**config.mk**
```make
export PLATFORM = sky130hd
export DESIGN_NAME = pipe_stage_chain
export DESIGN_NICKNAME = d
export VERILOG_FILES = /design/src/rtl/pipe_stage_chain.sv
export SDC_FILE = /design/constraint.sdc
export NUM_CORES = 1
export LEC_CHECK = 0
export CAP_MARGIN = 0
export CELL_PAD_IN_SITES_DETAIL_PLACEMENT = 2
export CELL_PAD_IN_SITES_GLOBAL_PLACEMENT = 2
export CORE_MARGIN = 10
export CORE_UTILIZATION = 24
export CTS_CLUSTER_SIZE = 16
export DETAILED_ROUTE_END_ITERATION = 16
export GPL_TIMING_DRIVEN = 0
export HOLD_SLACK_MARGIN = 0.12
export PLACE_DENSITY = 0.77
export SYNTH_ARGS = -nofsm -noshare
export SYNTH_HDL_FRONTEND = slang
export SYNTH_SLANG_ARGS = --single-unit
```
**constraint.sdc**
```tcl
create_clock -name i_clk -period 10.4 [get_ports i_clk]
set_clock_uncertainty 0.2 [all_clocks]
set_input_delay 3.12 -clock i_clk [delete_from_list [all_inputs] [get_ports i_clk]]
set_output_delay 3.12 -clock i_clk [all_outputs]
set_load 0.005 [all_outputs]
```
**src/rtl/pipe_stage_chain.sv**
```systemverilog
//------------------------------------------------------------------------------
// Module   : pipe_stage_chain
// Brief    : Parametrised valid/payload pipeline register chain with stall and
//            flush handling. The optional perf counters are enabled by
//            PIPE_STAGE_CHAIN_PERF_CNT_EN.
// Revision : 1.0 - initial release
//------------------------------------------------------------------------------
`default_nettype none

module pipe_stage_chain #(
  parameter int PAYLOAD_WIDTH = 64,
  parameter int NUM_STAGES    = 4
) (
  input  logic                                i_clk,
  input  logic                                i_reset,
  input  logic                                i_in_valid,
  input  logic [PAYLOAD_WIDTH-1:0]            i_in_payload,
  output logic                                o_in_ready,
  input  logic [NUM_STAGES-1:0]               i_stall,
  input  logic [NUM_STAGES-1:0]               i_flush,
  output logic [NUM_STAGES-1:0]               o_stage_valid,
  output logic [NUM_STAGES*PAYLOAD_WIDTH-1:0] o_stage_payload,
  output logic                                o_out_valid,
  output logic [PAYLOAD_WIDTH-1:0]            o_out_payload,
  output logic [31:0]                         o_stall_cycles,
  output logic [31:0]                         o_flush_count
);

  if (NUM_STAGES < 2 || NUM_STAGES > 8) begin : g_bad_num_stages
    $error("pipe_stage_chain: NUM_STAGES must be in 2..8");
  end

  logic [NUM_STAGES-1:0] hold;

  for (genvar k = 0; k < NUM_STAGES; k++) begin : g_stage
    logic                     stage_valid;
    logic [PAYLOAD_WIDTH-1:0] stage_payload;
    logic                     up_valid;
    logic [PAYLOAD_WIDTH-1:0] up_payload;
    logic                     up_frozen;

    assign hold[k] = |i_stall[NUM_STAGES-1:k];

    if (k == 0) begin : g_head
      assign up_valid   = i_in_valid;
      assign up_payload = i_in_payload;
      assign up_frozen  = 1'b0;
    end else begin : g_body
      assign up_valid   = o_stage_valid[k-1];
      assign up_payload = o_stage_payload[(k-1)*PAYLOAD_WIDTH +: PAYLOAD_WIDTH];
      // A flushed upstream stage is not holding anything, so its old word still drains down.
      assign up_frozen  = i_stall[k-1] & ~i_flush[k-1];
    end

    always_ff @(posedge i_clk or posedge i_reset) begin
      if (i_reset) begin
        stage_valid   <= 1'b0;
        stage_payload <= '0;
      end else if (i_flush[k]) begin
        stage_valid   <= 1'b0;
        stage_payload <= '0;
      end else if (hold[k]) begin
        stage_valid   <= stage_valid;
        stage_payload <= stage_payload;
      end else if (up_frozen) begin
        stage_valid   <= 1'b0;
        stage_payload <= '0;
      end else begin
        stage_valid   <= up_valid;
        stage_payload <= up_valid ? up_payload : '0;
      end
    end

    assign o_stage_valid[k]                                  = stage_valid;
    assign o_stage_payload[k*PAYLOAD_WIDTH +: PAYLOAD_WIDTH] = stage_payload;
  end

  assign o_in_ready    = ~hold[0];
  assign o_out_valid   = o_stage_valid[NUM_STAGES-1];
  assign o_out_payload = o_stage_payload[(NUM_STAGES-1)*PAYLOAD_WIDTH +: PAYLOAD_WIDTH];

`ifdef PIPE_STAGE_CHAIN_PERF_CNT_EN
  logic [31:0] stall_cnt;
  logic [31:0] flush_cnt;
  logic [3:0]  kills;
  logic [32:0] flush_sum;

  always_comb begin
    kills = '0;
    for (int k = 0; k < NUM_STAGES; k++) begin
      kills = kills + 4'(i_flush[k] & o_stage_valid[k]);
    end
    flush_sum = {1'b0, flush_cnt} + 33'(kills);
  end

  // Both counters saturate rather than wrap.
  always_ff @(posedge i_clk or posedge i_reset) begin
    if (i_reset) begin
      stall_cnt <= '0;
      flush_cnt <= '0;
    end else begin
      if (|i_stall && stall_cnt != 32'hFFFF_FFFF) begin
        stall_cnt <= stall_cnt + 32'd1;
      end
      flush_cnt <= flush_sum[32] ? 32'hFFFF_FFFF : flush_sum[31:0];
    end
  end

  assign o_stall_cycles = stall_cnt;
  assign o_flush_count  = flush_cnt;
`else
  assign o_stall_cycles = 32'h0;
  assign o_flush_count  = 32'h0;
`endif

endmodule

`default_nettype wire

```
# Word level (Yosys, flattened, before mapping)
# Cells that the tools add are included.
# op_classes
eq_ne	4
muxes	26
n_bitwise	7
reduce_logical	3
# op_table
op	count
two-way mux 64 bit	15
two-way mux 1 bit	11
!= test 2 bit (second input constant)	3
NOT 1 bit	4
OR reduction 4 bit	1
bitwise AND 1 bit	3
OR reduction 3 bit	1
!= test 2 x 1 -> 1 bit (second input constant)	1
OR reduction 2 bit	1
# totals
register_bits	260
in_bits	75
output_inout_bits	390
wordCells	48

# Logic depth before layout (Yosys ltp)
# depth
depth_word	5
depth_mapped	6
mapped_depth_nobuf	4

# Worst setup path after synthesis
# Ideal clock, no wire load.
# synth_path
path_kind	input port to output port
startpoint	input i_stall[0]
endpoint	output o_in_ready
arrival_ns	3.899
required_time_ns	7.080
slack_ns	3.181
path_stages	3
n_path_buf	1
path_cell_list	or4_4 > inv_2 > buf_2
# synth_between
elab_chain_len	2
# synth_lines
item	line	rtl
start: declaration	19	input logic [NUM_STAGES-1:0] i_stall,
OR reduction 4 bit	42	assign hold[k] = |i_stall[NUM_STAGES-1:k];
NOT 1 bit	78	assign o_in_ready = ~hold[0];
end: declaration	18	output logic o_in_ready,
# No other way between the ends.

# Final worst setup path
# layout_path
startpoint	input i_stall[2]
endpoint	output o_in_ready
# Same word-level chain as after synthesis.

==> flow_metrics.py <==
metrics = {
    "timing": {
        "setup_viol": 0,
        "fin_setup_tns_ns": 0,
        "worst_slew_pin_slew_ns": 1.08,
        "max-slew-margin-rel_pct": 27.9,
        "fmax_mhz": 118,
        "rsz0062_at_grt": "no",
        "fin_crit_sh_pct": 81.7,
        "period_minus_slack_ns": 8.50,
        "hold_viol": 0,
        "drv_slew": 0,
    },
    "grt": {
        "grt_pass1_vias": 11000,
        "grt_max_degree": 41,
        "grt_pass1_wl_mm": 76.4,
        "globalRouteOverflowTotal": 0,
        "antenna_found_initial": 8,
        "grt.total_usage_pct": 17.8,
    },
    "cts": {
        "tritoncts": "yes",
        "cts.sinks": 260,
        "clk_pin_slew_worst_paths_ns": 0.06,
        "htreeDepth": 1,
        "ctsHoldBuffers": 0,
        "cts_made_buffers": 31,
        "postCtsSetupBuffers": 0,
        "clk-insertion-delay-late_ns": 0.56,
        "root_buffer": "clkbuf_16",
        "cts_buffer_depth": 3,
        "cts-resized-gates": 0,
    },
    "worst_setup_path": {
        "cp-end-kind": "output pin",
        "reg2reg_to": "g_stage[1].stage_payload[1]$_DFFE_PP0P_",
        "crit_end": "o_in_ready",
        "path_max_fanout": 10,
        "worstSetupPathType": "in2out",
        "cp-start-kind": "primary input",
        "ff2ff_setup_slack_ns": 8.06,
        "cp.required_ns": 7.08,
        "startpoint": "i_stall[2]",
        "arrival_ns": 5.18,
        "r2r_cells": 4,
        "worst_r2r_startpoint": "g_stage[0].stage_valid$_DFFE_PP0P_",
    },
    "synthesis": {
        "synth_seq_cells": 260,
        "synth.area.top_cells": "dfrtp_1, a22o_1, buf_4, nor3b_1, a31o_2",
        "yosys_warnings": 0,
        "async_reset_ff_share_pct": 100,
        "syn_inst": 946,
        "syn_area_sq_mm": 0.0111,
        "ys_seq_area_share_pct": 58.7,
        "yosysUniqueCellTypes": 24,
        "netlist.top_cell.by_area": "dfrtp_1",
        "synth_common_cells": "dfrtp_1, buf_4, a22o_1, nor3b_1, nand2_1",
        "synth.most_common_cell": "dfrtp_1",
        "synthFlopType": "dfrtp_1",
        "synth_top_area_share_pct": 58.7,
        "synth_edf_count": 0,
        "syn_area_per_cell_sq_um": 11.7,
    },
    "routing": {
        "num_vias": 9594,
        "dr.pass1.iters": 5,
        "wl_mm": 51.4,
        "ant_nets": 0,
        "wl_per_cell_um": 24.7,
        "via_per_inst": 4.61,
        "route.detailed.drc": 0,
        "drt_iter0_markers": 460,
    },
    "finish": {
        "fin_cells": 2080,
        "drive_above_1_share_pct": 18.6,
        "area_growth_pct": 55.3,
        "final_nets": 1523,
        "design_area_sq_mm": 0.0172,
        "fill_cells": 4743,
    },
    "floorplan": {
        "boundaryPins": 465,
        "fp.dieH_um": 235,
        "start_util_pct": 24.3,
        "die_w_um": 235,
        "die_area_sq_mm": 0.0552,
        "rows": 78,
        "coreArea_sq_mm": 0.0456,
    },
    "placed_design": {
        "post_dp_cell_area_sq_mm": 0.0162,
        "dp_cells": 2015,
        "port_buffers": 399,
        "hpwl_mm": 39.1,
        "place_congestion": 0.756,
    },
    "hold_path": {
        "hp-class": "reg2reg",
    },
    "power_and_ir_drop": {
        "power.leakage_nw": 7.63,
        "p_per_area_mw_per_mm2": 130,
        "peakVddDrop_v": 0.000109,
    },
    "run": {
        "drv_cap": 0,
    },
    "status": {
        "status": "finished, final reports clean",
    },
}
## cell usage in the layout, fill, tap and decap left out, drive strengths merged
cell type,synthesis,layout
a21oi,65,65
nand3,64,64
nor2b,4,4
nor3,1,1
bufinv,0,2
or4b,1,1
nand2,66,66
buf,166,173
conb,1,64
clkinvlp,0,2
nor3b,67,67
nor2,3,3
inv,2,1
clkdlybuf4s50,0,399
diode,0,10
clkbuf,49,97
clkinv,0,4
a22o,127,127
dfrtp,260,260
or4,1,1
a21o,4,4
nor4b,1,1
a31o,64,64
## through the flow
step                      total power, mW  setup slack (ns)  hold slack [ns]  utilization (%)
after detailed placement             1.19              1.90            0.300             35.6
after CTS                            2.27              1.88            0.317             37.7
after global placement               1.18              1.43            0.295             35.3
after global routing                 2.33              1.82            0.344             37.8
after floorplan                      1.11              3.18            0.265                -
final                                2.24              1.90            0.314             37.8
## layer usage
layer | track usage (%) | up-vias | share of wire [%]
li1 | - | 4224 | -
met1 | 20.3 | 5032 | 39
met2 | 32.3 | 291 | 53
met3 | 4.33 | 47 | 6.7
met4 | 5.05 | 0 | 2.1
met5 | 0 | - | 0
## report_power, final
group	leakage [nW]	switching [mW]	internal (mW)	total, mW
clock network	0.482	0.433	0.638	1.07
logic	3.52	0.0900	0.0595	0.150
registers	3.63	0.00316	1.01	1.02
total	7.63	0.527	1.71	2.24
## layout make-up
type,instances,area (sq um),share of cell area (%)
repair buffers,406,4130,24.0
diodes,10,25.0,0.145
multi-input cells,532,3420,19.9
clock buffers,48,900,5.22
well taps,600,751,4.36
inverters,2,11.3,0.0654
clock inverters,7,87.6,0.508
plain buffers,215,1390,8.06
flip-flops and latches,260,6510,37.8
## worst min-delay path by stage
stage	from	cells after the start	slack, ns	endpoint
floorplan	g_stage[2].stage_valid$_DFFE_PP0P_	1	0.26	g_stage[2].stage_valid$_DFFE_PP0P_
global placement	o_out_valid$_DFFE_PP0P_	1	0.29	o_out_valid$_DFFE_PP0P_
detailed placement	o_out_valid$_DFFE_PP0P_	1	0.30	o_out_valid$_DFFE_PP0P_
CTS	o_out_valid$_DFFE_PP0P_	1	0.32	o_out_valid$_DFFE_PP0P_
global route	o_out_valid$_DFFE_PP0P_	1	0.34	o_out_valid$_DFFE_PP0P_
finish	o_out_valid$_DFFE_PP0P_	1	0.31	o_out_valid$_DFFE_PP0P_
## logic make-up after synthesis
kind of cell	count (synthesis)	synth area share [%]
buffers and inverters	217	12.6
AOI/OAI and AO/OA	260	18.3
other	1	0.0338
and+or+nand+nor	208	10.4
DFF	260	58.7
## state kept, by name (all words and copies together), names as in the netlist
register               cells
g_stage.stage_payload    192
g_stage.stage_valid        3
o_out_payload             64
o_out_valid                1
## worst max-delay path, stage by stage
cell and delay, ns:
clkdlybuf4s50_1 0.56, or4_4 0.57, inv_2 0.10, buf_2 0.24, clkdlybuf4s50_1 0.58
(Power assumes the default switching activity.)
